**src/rtl/cpu_pkg.sv**
```systemverilog
// cpu_pkg: shared core widths, constants and the fetch packet type
package cpu_pkg;
    localparam int INSTR_W = 32;
    localparam logic [INSTR_W-1:0] NOP_INSTR = 32'hE1A00000;
    localparam logic [31:0] RESET_VECTOR = 32'h0000_0000;
    typedef struct packed {
        logic [INSTR_W-1:0] instr;
        logic [31:0]        pc;
    } fetch_pkt_t;
endpackage

```
**src/rtl/ifq2.sv**
```systemverilog
// ifq2: 2-entry fetch response FIFO; head is a register so decode sees registered outputs
module ifq2 import cpu_pkg::*; (
    input  logic       clk,
    input  logic       reset,
    input  logic       push,
    input  logic       pop,
    input  logic       flush,
    input  fetch_pkt_t din,
    output logic [1:0] count,
    output fetch_pkt_t head
);
    localparam fetch_pkt_t EMPTY = '{instr: NOP_INSTR, pc: 32'h0};
    fetch_pkt_t tail;
    logic [1:0] wp;
    assign wp = count - {1'b0, pop};
    always_ff @(posedge clk or posedge reset)
        if (reset) begin
            count <= 2'd0;
            head  <= EMPTY;
            tail  <= EMPTY;
        end else begin
            count <= flush ? 2'd0 : count + {1'b0, push} - {1'b0, pop};
            head  <= (push && wp == 2'd0) ? din : (pop ? tail : head);
            tail  <= (push && wp == 2'd1) ? din : tail;
        end
    assert property (@(posedge clk) disable iff (reset) !(push && !pop && !flush && count == 2'd2));
    assert property (@(posedge clk) disable iff (reset) !(pop && count == 2'd0));
endmodule

```
**src/rtl/ifetch32.sv**
```systemverilog
// ifetch32: PC, RAM address issue and in-flight tracking feeding ifq2.
// Define IFETCH_PERF_EN to add perf_fetched/perf_flushes counters.
module ifetch32 import cpu_pkg::*; #(
    parameter logic [31:0] RESET_VECTOR = cpu_pkg::RESET_VECTOR,
    parameter int          QDEPTH       = 2
) (
    input  logic        clk,
    input  logic        reset,
    output logic [31:0] iaddr,
    input  logic [31:0] iin,
    input  logic        br_take,
    input  logic [31:0] br_target,
    output logic        out_valid,
    input  logic        out_ready,
    output logic [31:0] out_instr,
    output logic [31:0] out_pc
`ifdef IFETCH_PERF_EN
    ,
    output logic [31:0] perf_fetched,
    output logic [15:0] perf_flushes
`endif
);
    logic [31:0] pc, tag;
    logic        inflight, pop, issue, push;
    logic [1:0]  count;
    fetch_pkt_t  head;
    assign pop       = out_valid & out_ready;
    // Queue slots plus the outstanding read never exceed the depth, so pushes cannot overflow
    assign issue     = ((32'(count) + 32'(inflight) < QDEPTH) | pop) & ~br_take;
    assign push      = inflight & ~br_take;
    assign iaddr     = pc;
    assign out_valid = count != 2'd0;
    assign out_instr = head.instr;
    assign out_pc    = head.pc;
    always_ff @(posedge clk or posedge reset)
        if (reset) begin
            pc       <= RESET_VECTOR;
            tag      <= '0;
            inflight <= 1'b0;
        end else begin
            pc       <= br_take ? (br_target & ~32'd3) : (issue ? pc + 32'd4 : pc);
            tag      <= issue ? pc : tag;
            inflight <= issue;
        end
    ifq2 u_q (
        .clk   (clk),
        .reset (reset),
        .push  (push),
        .pop   (pop),
        .flush (br_take),
        .din   ('{instr: iin, pc: tag}),
        .count (count),
        .head  (head)
    );
`ifdef IFETCH_PERF_EN
    always_ff @(posedge clk or posedge reset)
        if (reset) begin
            perf_fetched <= '0;
            perf_flushes <= '0;
        end else begin
            perf_fetched <= perf_fetched + {31'b0, pop};
            perf_flushes <= perf_flushes + {15'b0, br_take};
        end
`endif
endmodule

```
**config.mk**
```make
export PLATFORM = sky130hd
export DESIGN_NAME = ifetch32
export DESIGN_NICKNAME = d
export VERILOG_FILES = /design/src/rtl/cpu_pkg.sv /design/src/rtl/ifq2.sv /design/src/rtl/ifetch32.sv
export SDC_FILE = /design/constraint.sdc
export NUM_CORES = 1
export LEC_CHECK = 0
export BUFFER_PORTS_ARGS = -buffer_cell sky130_fd_sc_hd__buf_2
export CAP_MARGIN = 10
export CORE_MARGIN = 2
export CORE_UTILIZATION = 40
export CTS_BUF_LIST = sky130_fd_sc_hd__clkbuf_4 sky130_fd_sc_hd__clkbuf_8
export CTS_CLUSTER_SIZE = 8
export DETAILED_ROUTE_END_ITERATION = 16
export GPL_TIMING_DRIVEN = 0
export SLEW_MARGIN = 20
export SYNTH_ARGS = -nofsm -noshare
export SYNTH_HDL_FRONTEND = slang
export SYNTH_SLANG_ARGS = --single-unit
export TNS_END_PERCENT = 5
```
**constraint.sdc**
```tcl
create_clock -name clk -period 9.4 [get_ports clk]
set_input_delay 2.35 -clock clk [delete_from_list [all_inputs] [get_ports clk]]
set_output_delay 2.35 -clock clk [all_outputs]
set_load 0.05 [all_outputs]
```
==> impl_metrics.yaml, run 1 <==
synth:
  avgSynthCellArea_um2: 11.9
  synth_warnings: 0
  synth_area_mm2: 0.00820
  synth_cells: 688
  ys_seq_area_share_pct: 57.2
  yosysUniqueCellTypes: 39
  synth-seq-cells: 187
worst_setup_path:
  start_kind: "input pin"
  crit_required_ns: 9.74
  end_kind: "flip-flop"
  worstPathArrival_ns: 4.82
  crit_path_max_fanout: 10
  critPathKind: "in -> reg"
clocking:
  clk_path_buf_depth: 2
  cts.sinks: 187
  numCtsBuffers: 17
  postCtsSetupRepairBufs: 0
  root_buffer: "clkbuf_8"
  clkLatencyLatePin_ns: 0.46
  cts_tree: "built"
  cts_resized: 0
  htreeDepth: 4
  clkTransAtPathRegs_ns: 0.10
  cts_hold_buf: 0
global_route:
  grt_pass1_vias: 5691
  grt_pass1_wl_mm: 31.5
  overflow: 0
  grt_start_max_net_pins: 66
  track_usage_pct: 18.5
  antenna_found_initial: 0
die:
  dieArea_mm2: 0.0217
  start_util_pct: 40.7
  rows: 52
  die_y_um: 147
  core_region_area_mm2: 0.0202
  io_pins: 165
  die_width_um: 147
power:
  power.density_mw_per_mm2: 339
  ir_drop_mv: 0.128
  p_total_uw: 3330
  leakagePower_uw: 0.00482
min_path:
  worstHoldPathType: "reg -> reg"
placed_design:
  globalplace.congestion: 0.767
  port_buffers: 157
  placed_cells: 1120
  hpwl_mm: 13.5
  preCtsSetupSlack_ns: 4.43
drt:
  viasPerCell: 5.00
  post_drt_wl_per_cell_um: 16.8
  wl_mm: 19.4
  vias: 5765
  drc: 0
  drtIter0Drc: 328
  ant_nets: 0
  first_pass_iters: 4
final_layout:
  fin_cells: 1152
  final_util_pct: 48.7
  antennaDiodeCount: 0
  n_fill_cell: 1934
  syn_to_final_growth_pct: 19.9
  drive_gt1_share_pct: 35.1
  fin_nets: 940
timing:
  clock_skew_ns: 0.0223
  worst_pin_slew_ns: 0.772
  setup_violations: 0
  min_period_ns: 4.48
  fin_crit_sh_pct: 47.6
  timing.fmax_ghz: 0.223
  maxSlewHeadroom_pct: 48.0
  hold_violations: 0
  drv_slew: 0
  rsz0062_at_grt: "false"
  post-route-worst-setup-slack_ns: 4.92
run:
  drv_cap: 0
outcome:
  status: "completed"
[per-layer routing]
metal  vias up  share of wire, %  track usage (%)
met5         -                 0                0
met4         0              0.60             4.13
met3        11               5.4             4.25
met2       139                46             28.1
met1      2867                48             27.1
li1       2748                 -                -
[cells by family after synthesis]
kind of cell / Yosys count / share of synthesized area [%]
AOI/OAI and AO/OA: 98 / 6.29
and+or+nand+nor: 164 / 9.09
other: 1 / 0.0457
buffers and inverters: 53 / 3.75
muxes: 152 / 19.9
DFF: 187 / 57.2
xor gates and xnor gates: 30 / 3.20
adders and majority gates: 3 / 0.458
[registers in the layout, summed over array words and instances (netlist names)]
name and flops:
u_q.head 62, u_q.tail 62, iaddr 30, tag 30, u_q.count 2, inflight 1
[area by class of cell]
class / count / area [µm²] / share of cell area, %
Clock inverter: 11 / 158 / 1.60
Inverter: 8 / 40.0 / 0.407
Multi-Input combinational cell: 451 / 3210 / 32.6
Sequential cell: 187 / 4690 / 47.7
Tap cell: 270 / 338 / 3.44
Timing Repair Buffer: 159 / 841 / 8.55
Buffer: 45 / 275 / 2.80
Clock buffer: 21 / 277 / 2.81
[worst paths after layout]
path	to	from	cells after the start	slack, ns
max	u_q.head[16]	out_ready	11	4.92
min	u_q.tail[40]	u_q.tail[40]	1	0.51
max reg2reg	u_q.head[16]	u_q.count[1]	12	6.15
min reg2reg	u_q.tail[40]	u_q.tail[40]	1	0.51
max in group asynchronous	u_q.tail[63]	reset	4	6.48
min in group asynchronous	u_q.head[44]	reset	2	1.90
[power by group]
group,switching [µW],internal (µW)
combinational,933,467
sequential,198,1150
clock,294,288
total,1430,1910
[worst max-delay path, stage by stage]
cell	delay, ns
clkbuf_1	0.15
nand2_2	0.25
buf_2	0.37
inv_1	0.08
ha_1	0.20
xor2_1	0.18
or4b_1	0.50
buf_2	0.20
clkbuf_1	0.31
nor2_1	0.17
a21oi_1	0.06
[cell usage after synthesis (all sizes together)]
library cell | instances | area share [%]
nand2 | 45 | 2.1
nor3b | 2 | 0.18
mux2 | 89 | 12
nor4 | 6 | 0.46
xnor2 | 17 | 1.8
inv | 8 | 0.40
nor2b | 2 | 0.15
a221o | 1 | 0.12
and4 | 3 | 0.32
o2111ai | 1 | 0.18
dfstp | 12 | 3.8
xor2 | 13 | 1.4
nand3 | 6 | 0.37
nand2b | 1 | 0.076
o2111a | 1 | 0.14
nor3 | 7 | 0.43
nand3b | 2 | 0.18
and3 | 5 | 0.38
o21ai | 32 | 2.0
dfrtp | 175 | 53
or4b | 1 | 0.12
ha | 3 | 0.46
and2 | 1 | 0.076
mux2i | 63 | 7.7
conb | 1 | 0.046
buf | 30 | 2.7
or2 | 3 | 0.23
a21oi | 63 | 3.9
nor2 | 68 | 3.1
nand4 | 12 | 0.92
clkbuf | 15 | 0.69
[through the flow]
step	setup TNS [ns]	hold slack, ns	instance area (µm²)
global placement	-71.72	0.490	9340
floorplan	0	0.462	8210
detailed placement	0	0.495	9400
global route	0	0.530	9830
finish	0	0.512	9830
CTS	0	0.515	9830
[cell usage in the layout (no fill, tap or decap), types with 13 or more instances in the layout]
cell,synthesis,routed
dfrtp_1,175,175
buf_2,16,173
mux2_2,71,71
nor2_1,68,68
mux2i_1,63,63
a21oi_1,62,62
nand2_1,44,44
o21ai_0,28,28
clkbuf_8,0,19
mux2_1,18,18
xnor2_1,17,17
clkbuf_1,15,15
xor2_1,13,13
(Power assumes the default switching activity.)
==> run 2, diff against run 1 <==
==> constraint.sdc (replaced) <==
create_clock -name clk -period 4.45 [get_ports clk]
set_input_delay 1.1125 -clock clk [delete_from_list [all_inputs] [get_ports clk]]
set_output_delay 1.1125 -clock clk [all_outputs]
set_load 0.05 [all_outputs]
==> run 2 against run 1 <==
Against the previous run:
- cell area up 0.43%
- die area unchanged
- non-clock buffer count up 4
- worst setup slack worse by 3.7 ns
- sequential power up 110%
- highest routed layer unchanged
- power up 110%
- clock power up 100%
- sequential share of layout area down 0.21 points
- via count up 0.28%
- worst hold slack better by 0.0026 ns
==> impl_metrics.yaml, run 2 (synthesis gave the netlist of run 1 again) <==
placed_design:
  hpwl_mm: 13.7
  placed_cells: 1124
  port_buffers: 157
  globalplace.congestion: 0.782
  preCtsSetupSlack_ns: 0.685
  place_area_mm2: 0.00946
final_layout:
  fin_nets: 944
  antennaDiodeCount: 0
  drive_gt1_share_pct: 35.4
  stdcell_area_mm2: 0.00987
  n_fill_cell: 1877
  reg.largest.list: "u_q.head (62), u_q.tail (62)"
  fin_cells: 1156
  syn_to_final_growth_pct: 20.4
  final_cell_mix: "175 x dfrtp_1, 173 x buf_2, 71 x mux2_2, 68 x nor2_1, 63 x mux2i_1"
  final_common_cell: "dfrtp_1"
clocking:
  cts_tree: "built"
  htreeDepth: 4
  postCtsSetupRepairBufs: 0
  cts_resized: 0
  numCtsBuffers: 17
  cts_hold_buf: 0
  root_buffer: "clkbuf_8"
  cts.sinks: 187
  clk_path_buf_depth: 2
  clkLatencyLatePin_ns: 0.48
  clkTransAtPathRegs_ns: 0.10
die:
  die_width_um: 147
  start_util_pct: 40.7
  die_y_um: 147
  dieArea_mm2: 0.0217
  core_region_area_mm2: 0.0202
  rows: 52
  io_pins: 165
timing:
  drv_slew: 0
  hold_ws_ns: 0.514
  min_period_ns: 3.24
  timing.fmax_ghz: 0.308
  post-route-worst-setup-slack_ns: 1.21
  setup_violations: 0
  maxSlewHeadroom_pct: 50.5
  hold_violations: 0
  clock_skew_ns: 0.0189
  worst_pin_slew_ns: 0.736
  fin_crit_sh_pct: 72.8
  rsz0062_at_grt: "false"
worst_setup_path:
  critPathKind: "reg -> reg"
  crit_required_ns: 4.80
  r2r_end: "u_q.head[9]"
  cpLargestDelayFamily: "simple AND/OR/NAND/NOR gates"
  crit_chain: "or2_2 -> clkbuf_1 -> nand2_2 -> buf_2 -> inv_1 -> ha_1 -> xor2_1 -> or4b_1 -> buf_2 -> clkbuf_1 -> nor2_1 -> a21oi_1"
  rr_worst_depth: 12
  rrSetupSlack_ns: 1.21
  critPathSlowestCell: "or4b_1"
  end_kind: "flip-flop"
  start_kind: "flip-flop"
  worstPathArrival_ns: 3.59
  reg2reg_from: "u_q.count[0]"
  path_buf_inv: 5
  slowest_delay_ns: 0.50
  crit_path_max_fanout: 10
power:
  leakagePower_uw: 0.00484
  power.density_mw_per_mm2: 707
  ir_drop_mv: 0.317
run:
  drv_cap: 0
min_path:
  worstHoldEndpoint: "u_q.tail[20]"
  worstHoldPathType: "reg -> reg"
  hp-start: "u_q.tail[20]"
  whs_path_depth: 1
global_route:
  antenna_found_initial: 0
  track_usage_pct: 18.3
  overflow: 0
  grt_pass1_vias: 5680
  grt_pass1_wl_mm: 31.2
  grt_start_max_net_pins: 33
drt:
  wl_mm: 19.2
  drtIter0Drc: 269
  drc: 0
  ant_nets: 0
  first_pass_iters: 4
  viasPerCell: 5.00
  post_drt_wl_per_cell_um: 16.6
  vias: 5781
outcome:
  status: "completed"
[run 2: where the power goes]
| part | switching [µW] | internal (µW) | leakage, µW |
|---|---|---|---|
| Combinational | 1970 | 991 | 0.00239 |
| Clock | 693 | 478 | 0.000211 |
| Sequential | 421 | 2430 | 0.00224 |
| Total | 3080 | 3900 | 0.00484 |
[run 2: final cells by class]
| cell class | instances | area [µm²] | share of cell area [%] |
|---|---|---|---|
| plain buffers | 45 | 275 | 2.79 |
| clock buffers | 17 | 234 | 2.37 |
| clock inverters | 15 | 181 | 1.84 |
| inverters | 8 | 36.3 | 0.367 |
| multi-input cells | 451 | 3210 | 32.5 |
| flip-flops and latches | 187 | 4690 | 47.5 |
| well taps | 270 | 338 | 3.42 |
| repair buffers | 163 | 906 | 9.17 |
[run 2: how the worst max path moves through the flow]
stage            startpoint      endpoint  cells past startpoint
2_1_floorplan         reset     iaddr[10]                      1
3_3_place_gp          reset  u_q.head[38]                      2
3_5_place_dp      out_ready  u_q.head[13]                     11
4_1_cts        u_q.count[0]   u_q.head[9]                     12
5_1_grt        u_q.count[0]  u_q.head[39]                     12
6_report       u_q.count[0]   u_q.head[9]                     12
[run 2: per-layer routing]
| metal | part of all wire, % | vias to the layer above | global-route usage, % |
|---|---|---|---|
| li1 | - | 2748 | - |
| met1 | 48 | 2844 | 26.5 |
| met2 | 45 | 169 | 28.2 |
| met3 | 5.5 | 20 | 4.22 |
| met4 | 1.0 | 0 | 4.33 |
| met5 | 0 | - | 0 |
[run 2: through the flow]
stage / power [µW] / util [%] / TNS [ns]
after global placement: 5820 / 46.3 / -61.47
final: 6980 / 49.0 / 0
after CTS: 7060 / 49.0 / 0
after detailed placement: 5890 / 46.9 / 0
after floorplan: 5120 / - / 0
after global routing: 7400 / 49.0 / 0
[run 2: worst register-to-register path, delay by kind of cell, from the launching register on]
kind / cells / cell delay (ns)
compound gates: 1 / 0.06
xor+xnor: 1 / 0.17
fa+ha+maj: 1 / 0.20
buf+inv: 5 / 1.09
flops: 1 / 0.42
simple gates: 4 / 1.20
==> run 3, diff against run 2 <==
==> constraint.sdc (replaced) <==
create_clock -name clk -period 3.3 [get_ports clk]
set_input_delay 0.825 -clock clk [delete_from_list [all_inputs] [get_ports clk]]
set_output_delay 0.825 -clock clk [all_outputs]
set_load 0.05 [all_outputs]
==> run 3 against run 2 <==
Against the previous run:
- first-iteration DRC count stayed put
- via count hardly changed
- wire length up 0.18%
- flip-flop and latch count stayed put
- maximum frequency up 6.4%
- global-route usage unchanged
- worst hold slack lost 0.19 ns
- core utilization about the same
- power increased by 35%
- clock skew about the same
- combinational power grew 35%
- worst setup slack worse by 0.96 ns
- critical endpoint unchanged
- highest routed layer unchanged
==> impl_metrics.yaml, run 3 (synthesis gave the netlist of run 1 again) <==
outcome:
  status: "completed"
die:
  die_y_um: 147
  rows: 52
  dieArea_mm2: 0.0217
  io_pins: 165
  die_width_um: 147
  start_util_pct: 40.7
  core_region_area_mm2: 0.0202
clocking:
  root_buffer: "clkbuf_8"
  clk_path_buf_depth: 2
  cts_hold_buf: 0
  htreeDepth: 4
  clkTransAtPathRegs_ns: 0.12
  cts_tree: "built"
  numCtsBuffers: 17
  clkLatencyLatePin_ns: 0.48
  cts.sinks: 187
  postCtsSetupRepairBufs: 0
timing:
  drv_slew: 0
  fin_crit_sh_pct: 92.3
  hold_violations: 0
  timing.fmax_ghz: 0.328
  setup_violations: 0
  post-route-worst-setup-slack_ns: 0.253
  rsz0062_at_grt: "false"
  maxSlewHeadroom_pct: 50.5
  clock_skew_ns: 0.0193
  worst_pin_slew_ns: 0.736
  min_period_ns: 3.05
worst_setup_path:
  crit_required_ns: 3.65
  worstPathArrival_ns: 3.40
  start_kind: "flip-flop"
  end_kind: "flip-flop"
  critPathKind: "reg -> reg"
  crit_path_max_fanout: 10
final_layout:
  final_util_pct: 49.0
  drive_gt1_share_pct: 35.6
  fin_nets: 944
  stdcell_area_mm2: 0.00988
  antennaDiodeCount: 0
  syn_to_final_growth_pct: 20.5
  final_common_cell: "dfrtp_1"
  final_cell_mix: "175 x dfrtp_1, 172 x buf_2, 71 x mux2_2, 68 x nor2_1, 63 x mux2i_1"
  fin_cells: 1156
  reg.largest.list: "u_q.head (62), u_q.tail (62)"
global_route:
  grt_pass1_vias: 5680
  grt_pass1_wl_mm: 31.2
  track_usage_pct: 18.3
  overflow: 0
  antenna_found_initial: 0
  grt_start_max_net_pins: 33
drt:
  viasPerCell: 5.00
  ant_nets: 0
  vias: 5780
  post_drt_wl_per_cell_um: 16.6
  wl_mm: 19.2
  drc: 0
  first_pass_iters: 4
  drtIter0Drc: 269
min_path:
  worstHoldPathType: "in -> async"
power:
  leakagePower_uw: 0.00485
  power.density_mw_per_mm2: 953
  ir_drop_mv: 0.428
placed_design:
  globalplace.congestion: 0.782
  place_area_mm2: 0.00946
  placed_cells: 1124
  port_buffers: 157
  preCtsSetupSlack_ns: -0.177
  hpwl_mm: 13.7
run:
  drv_cap: 0
-- run 3: cell counts in the layout (fill, tap and decap cells not counted) --
No cell type changed its count.
-- run 3: metal layers --
metal | GRT usage (%) | part of all wire [%]
met5 | 0 | 0
met2 | 28.2 | 45
met4 | 4.33 | 0.99
met1 | 26.5 | 48
met3 | 4.22 | 5.5
-- run 3: path summary, 6_finish.rpt --
path                       slack [ns]  cells after the start      endpoint    startpoint
setup / recovery                 0.25                     12   u_q.head[9]  u_q.count[0]
hold / removal                   0.33                      2  u_q.head[18]         reset
setup reg to reg                 0.25                     12   u_q.head[9]  u_q.count[0]
hold reg to reg                  0.51                      1  u_q.tail[20]  u_q.tail[20]
max in group asynchronous        1.93                      5  u_q.head[63]         reset
min in group clk                 0.51                      1  u_q.tail[20]  u_q.tail[20]
-- run 3: timing repair --
| item | 4_1_cts | 5_1_grt |
|---|---|---|
| cloned | 0 | 0 |
| pin swaps | 0 | 0 |
| resized for setup | 1 | 3 |
| endpoints found under the setup margin | 6 | 23 |
-- run 3: power by group --
group | internal [µW] | switching, µW
clock | 645 | 935
sequential | 3270 | 568
combinational | 1340 | 2660
total | 5260 | 4160
-- run 3: layout make-up --
class | instances | area, µm²
Buffer | 45 | 279
Timing Repair Buffer | 163 | 906
Multi-Input combinational cell | 451 | 3210
Tap cell | 270 | 338
Sequential cell | 187 | 4690
Inverter | 8 | 36.3
Clock inverter | 15 | 181
Fill cell | 1876 | 10300
Clock buffer | 17 | 234
-- run 3: critical path: stages (launching register included) --
cell      delay, ns
dfrtp_1        0.42
or2_2          0.30
clkbuf_1       0.15
nand2_4        0.17
buf_4          0.25
inv_1          0.08
ha_1           0.19
xor2_1         0.17
or4b_1         0.50
buf_2          0.19
clkbuf_1       0.29
nor2_1         0.17
a21oi_1        0.06
-- run 3: stage by stage --
stage                     setup TNS (ns)  total power (µW)  hold WS (ns)
after floorplan                        0              6910         0.462
after detailed placement          -12.96              7940         0.491
after global placement           -226.18              7850         0.489
final                                  0              9420         0.328
after CTS                              0              9520         0.306
after global routing                   0              9980         0.324
